### config.mk
export PLATFORM = sky130hd
export DESIGN_NAME = pipe_ctrl
export DESIGN_NICKNAME = d
export VERILOG_FILES = /design/src/rtl/pipe_ctrl_pkg.sv /design/src/rtl/stall_wdog.sv /design/src/rtl/pipe_ctrl.sv
export SDC_FILE = /design/constraint.sdc
export NUM_CORES = 1
export LEC_CHECK = 0
export BUFFER_PORTS_ARGS = -buffer_cell sky130_fd_sc_hd__clkbuf_2
export CORE_MARGIN = 2
export CORE_UTILIZATION = 25
export DETAILED_ROUTE_END_ITERATION = 8
export GPL_ROUTABILITY_DRIVEN = 0
export PLACE_DENSITY = 0.57
export SLEW_MARGIN = 20
export SYNTH_ARGS = -nofsm -noshare
export SYNTH_HDL_FRONTEND = slang
export SYNTH_SLANG_ARGS = --single-unit
### constraint.sdc
create_clock -name clk -period 3.2 [get_ports clk]
set_input_delay 0.48 -clock clk [delete_from_list [all_inputs] [get_ports clk]]
set_output_delay 0.48 -clock clk [all_outputs]
set_load 0.02 [all_outputs]
### src/rtl/pipe_ctrl_pkg.sv
// Shared definitions for the pipeline sequencer: hold levels, FSM states and bus widths.
package pipe_ctrl_pkg;

    localparam int HOLD_FLAG_BUS = 3;
    localparam int INST_ADDR_BUS = 32;
    localparam int FLUSH_CNT_W   = 4;
    localparam int STALL_CNT_W   = 16;

    localparam logic [INST_ADDR_BUS-1:0] ZERO_WORD = '0;

    // Hold levels are ordered: a higher value also freezes every stage below it.
    typedef enum logic [HOLD_FLAG_BUS-1:0] {
        HOLD_NONE = 3'd0,
        HOLD_PC   = 3'd1,
        HOLD_IF   = 3'd2,
        HOLD_ID   = 3'd3
    } hold_e;

    typedef enum logic {
        RUN   = 1'b0,
        FLUSH = 1'b1
    } state_e;

endpackage

### src/rtl/stall_wdog.sv
// Fetch-stall watchdog: counts consecutive bus-not-ready cycles and raises a
// sticky flag once the count reaches STALL_MAX.
module stall_wdog
    import pipe_ctrl_pkg::*;
#(
    parameter int unsigned STALL_MAX = 255
) (
    input  logic clk,
    input  logic rst,
    input  logic hold_bus_i,
    output logic stall_timeout_o
);

    localparam logic [STALL_CNT_W-1:0] STALL_LIM = STALL_CNT_W'(STALL_MAX);

    logic [STALL_CNT_W-1:0] stall_cnt;

    // Saturating run-length counter plus sticky timeout flag.
    // NOTE: sequential state uses <= so every register samples pre-edge values together.
    always_ff @(posedge clk or negedge rst) begin
        if (!rst) begin
            stall_cnt       <= '0;
            stall_timeout_o <= 1'b0;
        end else begin
            if (!hold_bus_i) begin
                stall_cnt <= '0;
            end else if (stall_cnt != STALL_LIM) begin
                stall_cnt <= stall_cnt + 1'b1;
            end
            // The flag sets on the same edge at which the count reaches the limit.
            if (hold_bus_i && (stall_cnt >= STALL_LIM - 1'b1)) begin
                stall_timeout_o <= 1'b1;
            end
        end
    end

endmodule

### src/rtl/pipe_ctrl.sv
// Central pipeline sequencer: prioritises redirect, interrupt, EX-busy and
// fetch-stall requests into one hold level, owns the PC redirect, the
// post-redirect flush window, interrupt entry and the fetch watchdog.
module pipe_ctrl
    import pipe_ctrl_pkg::*;
#(
    parameter int unsigned FLUSH_CYCLES = 1,
    parameter int unsigned STALL_MAX    = 255
) (
    input  logic                     clk,
    input  logic                     rst,
    input  logic                     jump_flag_ex_i,
    input  logic [INST_ADDR_BUS-1:0] jump_addr_ex_i,
    input  logic                     hold_ex_i,
    input  logic                     hold_bus_i,
    input  logic [INST_ADDR_BUS-1:0] ex_inst_addr_i,
    input  logic                     int_req_i,
    input  logic [INST_ADDR_BUS-1:0] int_addr_i,
    output logic [HOLD_FLAG_BUS-1:0] hold_flag_o,
    output logic                     jump_flag_o,
    output logic [INST_ADDR_BUS-1:0] jump_addr_o,
    output logic                     int_ack_o,
    output logic [INST_ADDR_BUS-1:0] epc_o,
    output logic                     stall_timeout_o
);

    // A redirect opens a flush window only when fetch latency needs covering.
    localparam state_e REDIRECT_STATE = (FLUSH_CYCLES > 0) ? FLUSH : RUN;
    localparam logic [FLUSH_CNT_W-1:0] FLUSH_LOAD =
        (FLUSH_CYCLES > 0) ? FLUSH_CNT_W'(FLUSH_CYCLES - 1) : '0;

    state_e                 state_q, state_d;
    logic [FLUSH_CNT_W-1:0] flush_cnt_q, flush_cnt_d;
    hold_e                  hold;
    logic                   int_take;

    // State register and flush counter.
    always_ff @(posedge clk or negedge rst) begin
        if (!rst) begin
            state_q     <= RUN;
            flush_cnt_q <= '0;
        end else begin
            state_q     <= state_d;
            flush_cnt_q <= flush_cnt_d;
        end
    end

    // Next-state and output decode; everything evaluates to 0 while in reset.
    always_comb begin
        // NOTE: every signal gets a default first so no path can infer a latch.
        state_d     = state_q;
        flush_cnt_d = flush_cnt_q;
        hold        = HOLD_NONE;
        jump_flag_o = 1'b0;
        jump_addr_o = ZERO_WORD;
        int_ack_o   = 1'b0;
        int_take    = 1'b0;

        if (rst) begin
            unique case (state_q)
                RUN: begin
                    if (jump_flag_ex_i) begin
                        jump_flag_o = 1'b1;
                        jump_addr_o = jump_addr_ex_i;
                        hold        = HOLD_ID;
                        state_d     = REDIRECT_STATE;
                        flush_cnt_d = FLUSH_LOAD;
                    end else if (int_req_i && !hold_ex_i) begin
                        int_take    = 1'b1;
                        int_ack_o   = 1'b1;
                        jump_flag_o = 1'b1;
                        jump_addr_o = int_addr_i;
                        hold        = HOLD_ID;
                        state_d     = REDIRECT_STATE;
                        flush_cnt_d = FLUSH_LOAD;
                    end else if (hold_ex_i) begin
                        // A pending interrupt simply waits here until EX frees up.
                        hold = HOLD_ID;
                    end else if (hold_bus_i) begin
                        hold = HOLD_PC;
                    end
                end
                FLUSH: begin
                    if (jump_flag_ex_i) begin
                        // A new redirect restarts the whole flush window.
                        jump_flag_o = 1'b1;
                        jump_addr_o = jump_addr_ex_i;
                        hold        = HOLD_ID;
                        flush_cnt_d = FLUSH_LOAD;
                    end else begin
                        hold = hold_ex_i ? HOLD_ID : HOLD_IF;
                        if (flush_cnt_q == '0) begin
                            state_d = RUN;
                        end else begin
                            flush_cnt_d = flush_cnt_q - 1'b1;
                        end
                    end
                end
                default: state_d = RUN;
            endcase
        end
    end

    assign hold_flag_o = hold;

    // Return address captured on interrupt acceptance.
    always_ff @(posedge clk or negedge rst) begin
        if (!rst) begin
            epc_o <= ZERO_WORD;
        end else if (int_take) begin
            epc_o <= ex_inst_addr_i;
        end
    end

    stall_wdog #(
        .STALL_MAX(STALL_MAX)
    ) u_stall_wdog (
        .clk            (clk),
        .rst            (rst),
        .hold_bus_i     (hold_bus_i),
        .stall_timeout_o(stall_timeout_o)
    );

endmodule

* After elaboration in Yosys (flattened, before gate mapping)
Cells that the tools add are included.
Storage, ports and cells: bits in registers 54, latch bits 0, RAM bits 0, memory bits (read-only) 0, bits of input ports 102, output and inout bits 70, word-level logic and storage cells 49, memories 0
Operators by class: $add $sub $neg 2, $mul 0, div/mod/pow operators 0, $lt $le $gt $ge 1, equal/unequal tests 4, shift-type cells 0, multiplexer cells 31, bitwise gates (word level) 1, reduce and logical (&&, ||, !) cells 5
Operators with widths (number):
- 2-to-1 mux 32 bit | 4
- one-hot mux 32 bit (2 select lines) | 1
- 2-to-1 mux 16 bit | 2
- adder 16 x 1 -> 16 bit, second input constant | 1
- >= comparator 16 x 8 -> 1 bit, second input constant | 1
- 2-to-1 mux 4 bit | 4
- inequality test 16 x 8 -> 1 bit, second input constant | 1
- 2-to-1 mux 1 bit | 12
- one-hot mux 4 bit (2 select lines) | 1
- 2-to-1 mux 2 bit | 3
- inequality test 3 bit, second input constant | 2
- one-hot mux 3 bit (2 select lines) | 1
- logical NOT 4 bit | 1
- one-hot mux 1 bit (2 select lines) | 2
- subtractor 4 x 1 -> 4 bit, second input constant | 1
- 2-to-1 mux 3 bit | 1
- AND reduction 3 bit | 1
- logical AND 1 bit | 2
- inequality test 2 x 1 -> 1 bit, second input constant | 1
- logical NOT 1 bit | 1
- NOT 1 bit | 1

* Depth between registers and ports, before layout
Gate-level depths: netlist (run 1).
word-level depth 6, gate-level depth with buffers 6, depth with buffers taken out 6

* Hierarchy
A second synthesis (run 1) with hierarchy kept.
Unflattened totals: cell total of the unflattened synthesis 246, area, all modules 2954.1 um^2
Modules (own cells, without submodules):
- pipe_ctrl | instances 1, cells an instance 150, area an instance 1976.9 um^2
- stall_wdog | instances 1, cells an instance 96, area an instance 977.2 um^2

* Least setup slack after synthesis (run 1)
No wires, ideal clock.
kind input to output, start point input hold_ex_i, end point output jump_addr_o[22], data arrival time 1.357 ns, slack 1.363 ns, cell stages on the path 4, buffers on the path 2, path through nor4_4 > buf_6 > buf_4 > a22o_1
Between the ends: longest elaborated chain between the ends 6
RTL lines:
- start, declared | RTL line pipe_ctrl.sv:14 | input logic hold_ex_i,
- logical NOT 1 bit | RTL line pipe_ctrl.sv:68 | end else if (int_req_i && !hold_ex_i) begin
- logical AND 1 bit | RTL line pipe_ctrl.sv:68
- 2-to-1 mux 32 bit | RTL line pipe_ctrl.sv:68
- 2-to-1 mux 32 bit | RTL line pipe_ctrl.sv:62 | if (jump_flag_ex_i) begin
- one-hot mux 32 bit (2 select lines) | RTL line pipe_ctrl.sv:60 | unique case (state_q)
- 2-to-1 mux 32 bit | RTL line pipe_ctrl.sv:59 | if (rst) begin
- end, declared | RTL line pipe_ctrl.sv:21 | output logic [INST_ADDR_BUS-1:0] jump_addr_o,
Every way passes these cells.

* Worst setup path in the final report (run 1)
start point register state_q, end point output jump_addr_o[11]
Between the ends: longest elaborated chain between the ends 3
RTL lines:
- start, declared | RTL line pipe_ctrl.sv:32 | state_e state_q, state_d;
- start signal, assigned | RTL line pipe_ctrl.sv:43 | state_q <= state_d;
- NOT 1 bit
- one-hot mux 32 bit (2 select lines) * | RTL line pipe_ctrl.sv:60
- 2-to-1 mux 32 bit * | RTL line pipe_ctrl.sv:59
Mark *: on every way between the ends. The rest lies on a longest branch, timed or not.

==> results of run 1 <==
-- state kept, by name, summed over array words and instances, names as in the netlist --
| signal | cells |
|---|---|
| state_q | 1 |
| u_stall_wdog.stall_timeout_o | 1 |
| u_stall_wdog.stall_cnt | 16 |
| epc_o | 32 |
| flush_cnt_q | 4 |
-- area by class of cell --
class | count | area share
well taps | 143 | 0.0450
clock inverters | 3 | 0.0123
clock buffers | 5 | 0.0314
inverters | 7 | 0.00660
flip-flops and latches | 54 | 0.340
repair buffers | 174 | 0.221
multi-input cells | 168 | 0.344
-- logic make-up after synthesis --
| family | synth area share |
|---|---|
| and+or+nand+nor | 0.148 |
| AOI/OAI and AO/OA | 0.147 |
| DFF | 0.473 |
| buffers and inverters | 0.0490 |
| other | 0.00131 |
| adders and majority gates | 0.0131 |
| xor gates and xnor gates | 0.0184 |
| muxes | 0.151 |
-- stage by stage --
| stage | instance area [sq um] | hold WS [ns] | total power [W] |
|---|---|---|---|
| detailed placement | 3800 | 0.458 | 0.00179 |
| floorplan | 2860 | 0.184 | 0.00146 |
| global route | 3980 | 0.229 | 0.00254 |
| finish | 3980 | 0.221 | 0.00241 |
| global placement | 3800 | 0.445 | 0.00177 |
| CTS | 3980 | 0.225 | 0.00245 |
-- cell usage in the layout, fill, tap and decap left out, types with 5 or more instances in the layout --
master     Yosys  routed
clkbuf_16      0       5
dfrtp_1       54      54
nand4_1        7       7
nand2b_1       7       7
and2_1         7       6
mux2_1        17      17
mux2i_1        7       7
nand2_1       16      16
clkbuf_2       0     170
inv_1          7       7
a22o_1        32      32
o21ai_0        5       5
mux2_2        15      15
-- how the worst max path moves through the flow --
| stage | startpoint | endpoint | slack [ns] | cells past startpoint |
|---|---|---|---|---|
| 6_report | state_q | jump_addr_o[11] | 0.49 | 4 |
| 5_1_grt | state_q | jump_addr_o[11] | 0.37 | 4 |
| 4_1_cts | state_q | jump_addr_o[11] | 0.43 | 4 |
| 3_5_place_dp | jump_flag_ex_i | jump_addr_o[11] | 0.60 | 4 |
| 3_3_place_gp | rst | jump_addr_o[11] | 0.61 | 6 |
| 2_1_floorplan | hold_ex_i | jump_addr_o[22] | 1.36 | 4 |
-- metal layers --
metal / wire, um / global-route usage / share of wire
met2: 4300 / 0.245 / 0.50
met4: 108 / 0.0358 / 0.013
met3: 711 / 0.0405 / 0.083
met1: 3480 / 0.161 / 0.40
met5: 0 / 0 / 0
-- power by group --
group	switching, W	total [W]	leakage, nW	internal, W
clock network	0.000266	0.000641	0.0819	0.000375
logic	0.000463	0.000794	1.33	0.000331
registers	0.000108	0.000972	0.687	0.000864
-- worst max-delay path, delay by kind of cell (launching register included) --
kind | cells | cell delay [ns]
AND/OR/NAND/NOR | 1 | 0.36
AO/OA/AOI/OAI | 1 | 0.30
flip-flops | 1 | 0.46
buffers and inverters | 2 | 0.78
==> summary.txt, run 1 <==
Global-route usage over all layers: 0.137
Post-synth EDFFs: 0
Ys async rst share: 1.00
Final Non-Filler Cells: 554
Die H: 111 um
Fillers: 1135
Synth top area share: 0.473
Total CTS buffers: 5
Final nets: 515
P&R area growth vs syn: 39.2%
Avg Cell Area, Syn: 11.7 sq um
Routed wire length: 8600 um
Post-route ant nets: 0
Longest Clk Path Bufs: 2
Reg area: 0.00135 sq mm
Clock root buffer master: clkbuf_16
Leakage power: 2.09 nW
Synth top cells by count: 54 x dfrtp_1, 32 x a22o_1, 17 x mux2_1
Fin crit period: 2.71 ns
Max Cap Viol: 0
First-pass GRT wire length: 13500 um
Crit. End Element: output pin
Worst r2r dst: u_stall_wdog.stall_cnt[3]
Most frequent cell after synthesis: dfrtp_1
Die width: 111 um
Largest net degree at the start of global routing: 60
YS warnings: 0
Post-Place Cells: 546
Post-Place Worst Slack: 0.603 ns
VDD IR-drop max: 0.251 mV
Row count: 39
DR iter-0 viols: 189
DRC Markers: 0
Antenna Cells: 0
Clk_lat worst skew: 0.29 ns
TritonRoute pass-1 iters: 4
Die ar.: 0.0123 sq mm
Final setup fails: 0
IO buf count: 170
Initial antenna violation count: 0
Final core occ: 0.353
Sequential share of the synthesized area: 0.473
CTS Hold Bufs: 0
Clock-pin slew on the worst setup and hold paths: 0.07 ns
Cells after Synth: 245
Final Max Tran Viols: 0
Post CTS Setup Buffer Count: 0
Max Clk Rate: 0.369 GHz
Vias in the first global route: 2482
Critical Path Slowest Stage Cell: buf_4
Worst path max stage delay: 0.58 ns
Syn nets: 350
Hpwl dp: 6690 um
Yosys cell types: 44
Share of cells above drive strength 1: 0.501
#FFs+latches synth: 54
Least-Margin Pin Slew: 0.680 ns
Startpoint Class: flop
Multi-input logic area: 0.00137 sq mm
Synth Cell Area: 0.00286 sq mm
Data required time of the worst path: 2.72 ns
Rel. slew slack: 0.547
Crit-path cells: nor4_4 -> buf_4 -> a22o_1 -> clkbuf_2
Setup TNS: 0 ns
Post-CTS sizing: 0
Crit path arrival time: 2.23 ns
R2R Setup Slk: 1.06 ns
Final hold viol count: 0
Outcome: finished clean
Total gr overflow: 0
Clock Skews: 0.00334 ns
CP Class: flop to output pin
H-tree depth: 2
RSZ-0062 raised after global routing: no
DR WL/cell: 15.5 um
Sink Count: 54
Total core area: 0.0113 sq mm
Initial Util: 0.254
# IOs: 172
Crit Reg-Reg Startpoint: u_stall_wdog.stall_cnt[1]
Hold Crit Class: input pin to asynchronous set/reset pin
FF-to-FF path depth: 5
Final WS setup: 0.491 ns
Largest area contributor in the netlist: dfrtp_1
Synth top area cells: dfrtp_1 47%, a22o_1 9.8%, mux2_1 6.7%, mux2_2 5.9%, mux2i_1 2.5%
CTS tree: done
Via count: 2563
Crit path max fanout: 59
Final period util: 0.847
Pwr dens: 605 mW/mm^2
Via density per instance: 4.63
Prevailing post-synth register cell: dfrtp_1
Power figures use the tool's default switching activity.
==> run 2, diff against run 1 <==
clock period = 2.8 ns   (was 3.2 ns; I/O delays follow)
==> summary.txt, run 2 (synthesized netlist as in run 1, its figures left out) <==
Switching pwr: 0.000945 W (was 0.000836 W)
RSZ-0062 raised after global routing: no (unchanged)
Die ar.: 0.0123 sq mm (unchanged)
Crit. End Element: output pin (unchanged)
Startpoint Class: flop (unchanged)
Total core area: 0.0113 sq mm (unchanged)
Via density per instance: 4.68 (was 4.63)
Outcome: finished clean (unchanged)
Vias in the first global route: 2591 (was 2482)
Clock root buffer master: clkbuf_16 (unchanged)
Final Max Tran Viols: 0 (unchanged)
CTS tree: done (unchanged)
Die H: 111 um (unchanged)
Clock Skews: 0.00475 ns (was 0.00334 ns)
Total CTS buffers: 5 (unchanged)
CTS Hold Bufs: 0 (unchanged)
Pwr dens: 686 mW/mm^2 (was 605 mW/mm^2)
Final setup fails: 0 (unchanged)
DR iter-0 viols: 191 (was 189)
Post-CTS sizing: 0 (unchanged)
Crit Reg-Reg Startpoint: u_stall_wdog.stall_cnt[1] (unchanged)
Setup TNS: 0 ns (unchanged)
Largest reg by FF count: epc_o (unchanged)
CP Class: flop to output pin (unchanged)
Most frequent cells in the layout: 170 x clkbuf_2, 54 x dfrtp_1, 32 x a22o_1, 17 x mux2_1, 16 x nand2_1 (unchanged)
# IOs: 172 (unchanged)
Commonest non-fill, non-tap cell in the layout: clkbuf_2 (unchanged)
Max Clk Rate: 0.426 GHz
VDD IR-drop max: 0.255 mV (was 0.251 mV)
Data required time of the worst path: 2.38 ns (was 2.72 ns)
Max Cap Viol: 0 (unchanged)
Final period util: 0.839
Crit path max fanout: 42 (was 59)
Post CTS Setup Buffer Count: 0 (unchanged)
Routed wire length: 8660 um (was 8600 um)
Crit path arrival time: 1.93 ns (was 2.23 ns)
Post-Place Cells: 548 (was 546)
TritonRoute pass-1 iters: 4 (unchanged)
Fin crit period: 2.35 ns
Seq pwr share: 0.406 (was 0.404)
Least-Margin Pin Slew: 0.584 ns (was 0.680 ns)
Row count: 39 (unchanged)
P&R area growth vs syn: 39.8% (was 39.2%)
Final Non-Filler Cells: 557 (was 554)
Final core occ: 0.354 (was 0.353)
CP startpoint: state_q (unchanged)
Rel. slew slack: 0.611 (was 0.547)
Global-route usage over all layers: 0.140 (was 0.137)
Max FFs per register: 32 (unchanged)
Switching Share: 0.345 (was 0.347)
IO buf count: 170 (unchanged)
Post-route ant nets: 0 (unchanged)
Via count: 2604 (was 2563)
Internal power: 0.00179 W (was 0.00157 W)
DR WL/cell: 15.6 um (was 15.5 um)
First-pass GRT wire length: 14000 um (was 13500 um)
Longest Clk Path Bufs: 2 (unchanged)
Hpwl dp: 6850 um (was 6690 um)
Total gr overflow: 0 (unchanged)
Comb pwr share: 0.331 (was 0.330)
H-tree depth: 2 (unchanged)
Leading registers by flop count: epc_o (32), u_stall_wdog.stall_cnt (16), flush_cnt_q (4) (unchanged)
Leakage power: 2.11 nW (was 2.09 nW)
DRC Markers: 0 (unchanged)
Initial Util: 0.254 (unchanged)
Die width: 111 um (unchanged)
Clk_lat worst skew: 0.29 ns (about the same)
Clock share of power: 0.263 (was 0.266)
Share of cells above drive strength 1: 0.501 (about the same)
Hold Crit Class: input pin to asynchronous set/reset pin (unchanged)
Clock-pin slew on the worst setup and hold paths: 0.07 ns (about the same)
Final nets: 517 (was 515)
Largest net degree at the start of global routing: 45 (was 60)
Final hold viol count: 0 (unchanged)
Sink Count: 54 (unchanged)
Initial antenna violation count: 1 (was 0)
==> run 2: changes by cell type in the layout (fill, tap and decap cells not counted), sizes merged <==
cell	previous run	this run
buf	4	6
clkinv	0	1
clkinvlp	1	0
diode	0	1
==> run 2: final cells by class <==
type | count | area (sq um)
clock buffer | 5 | 125
fill | 1148 | 7280
timing repair buffer | 176 | 896
tap | 143 | 179
clock inverter | 3 | 47.5
multi-input combinational | 168 | 1370
sequential | 54 | 1350
inverter | 7 | 26.3
antenna | 1 | 2.50
==> run 2: per-stage QoR <==
| stage | cell area [sq um] | setup WS [ns] | hold WS [ns] | power, W |
|---|---|---|---|---|
| after floorplan | 2860 | 1.04 | 0.124 | 0.00167 |
| after CTS | 3990 | 0.453 | 0.141 | 0.00279 |
| final | 3990 | 0.452 | 0.122 | 0.00274 |
| after global placement | 3820 | 0.691 | 0.449 | 0.00203 |
| after detailed placement | 3820 | 0.674 | 0.454 | 0.00205 |
| after global routing | 3990 | 0.330 | 0.150 | 0.00290 |
==> run 2: path summary, 6_finish.rpt <==
check | endpoint | slack [ns] | cells past startpoint
max | jump_addr_o[0] | 0.45 | 4
min | u_stall_wdog.stall_cnt[11] | 0.12 | 2
max reg2reg | u_stall_wdog.stall_cnt[3] | 0.75 | 5
min reg2reg | u_stall_wdog.stall_timeout_o | 0.48 | 1
max in group asynchronous | u_stall_wdog.stall_cnt[13] | 1.84 | 3
min in group clk | epc_o[26] | 0.34 | 2
==> run 2: power groups by stage <==
stage | registers (W) | clock network (W) | logic [W]
2_1_floorplan | 0.00134 | 0 | 0.000330
3_3_place_gp | 0.00112 | 0 | 0.000909
3_5_place_dp | 0.00113 | 0 | 0.000919
4_1_cts | 0.00112 | 0.000747 | 0.000922
5_1_grt | 0.00115 | 0.000783 | 0.000973
6_report | 0.00111 | 0.000720 | 0.000906
==> run 2: metal layers <==
| metal | vias up | GRT usage | routed length [um] |
|---|---|---|---|
| li1 | 1235 | - | - |
| met1 | 1233 | 0.169 | 3450 |
| met2 | 120 | 0.236 | 4210 |
| met3 | 16 | 0.0448 | 736 |
| met4 | 0 | 0.0500 | 266 |
| met5 | - | 0 | 0 |
==> run 2: worst max-delay path, stage by stage (launching register included) <==
cell	delay, ns
dfrtp_1	0.46
nor4_4	0.31
buf_4	0.43
a22o_1	0.24
clkbuf_2	0.18
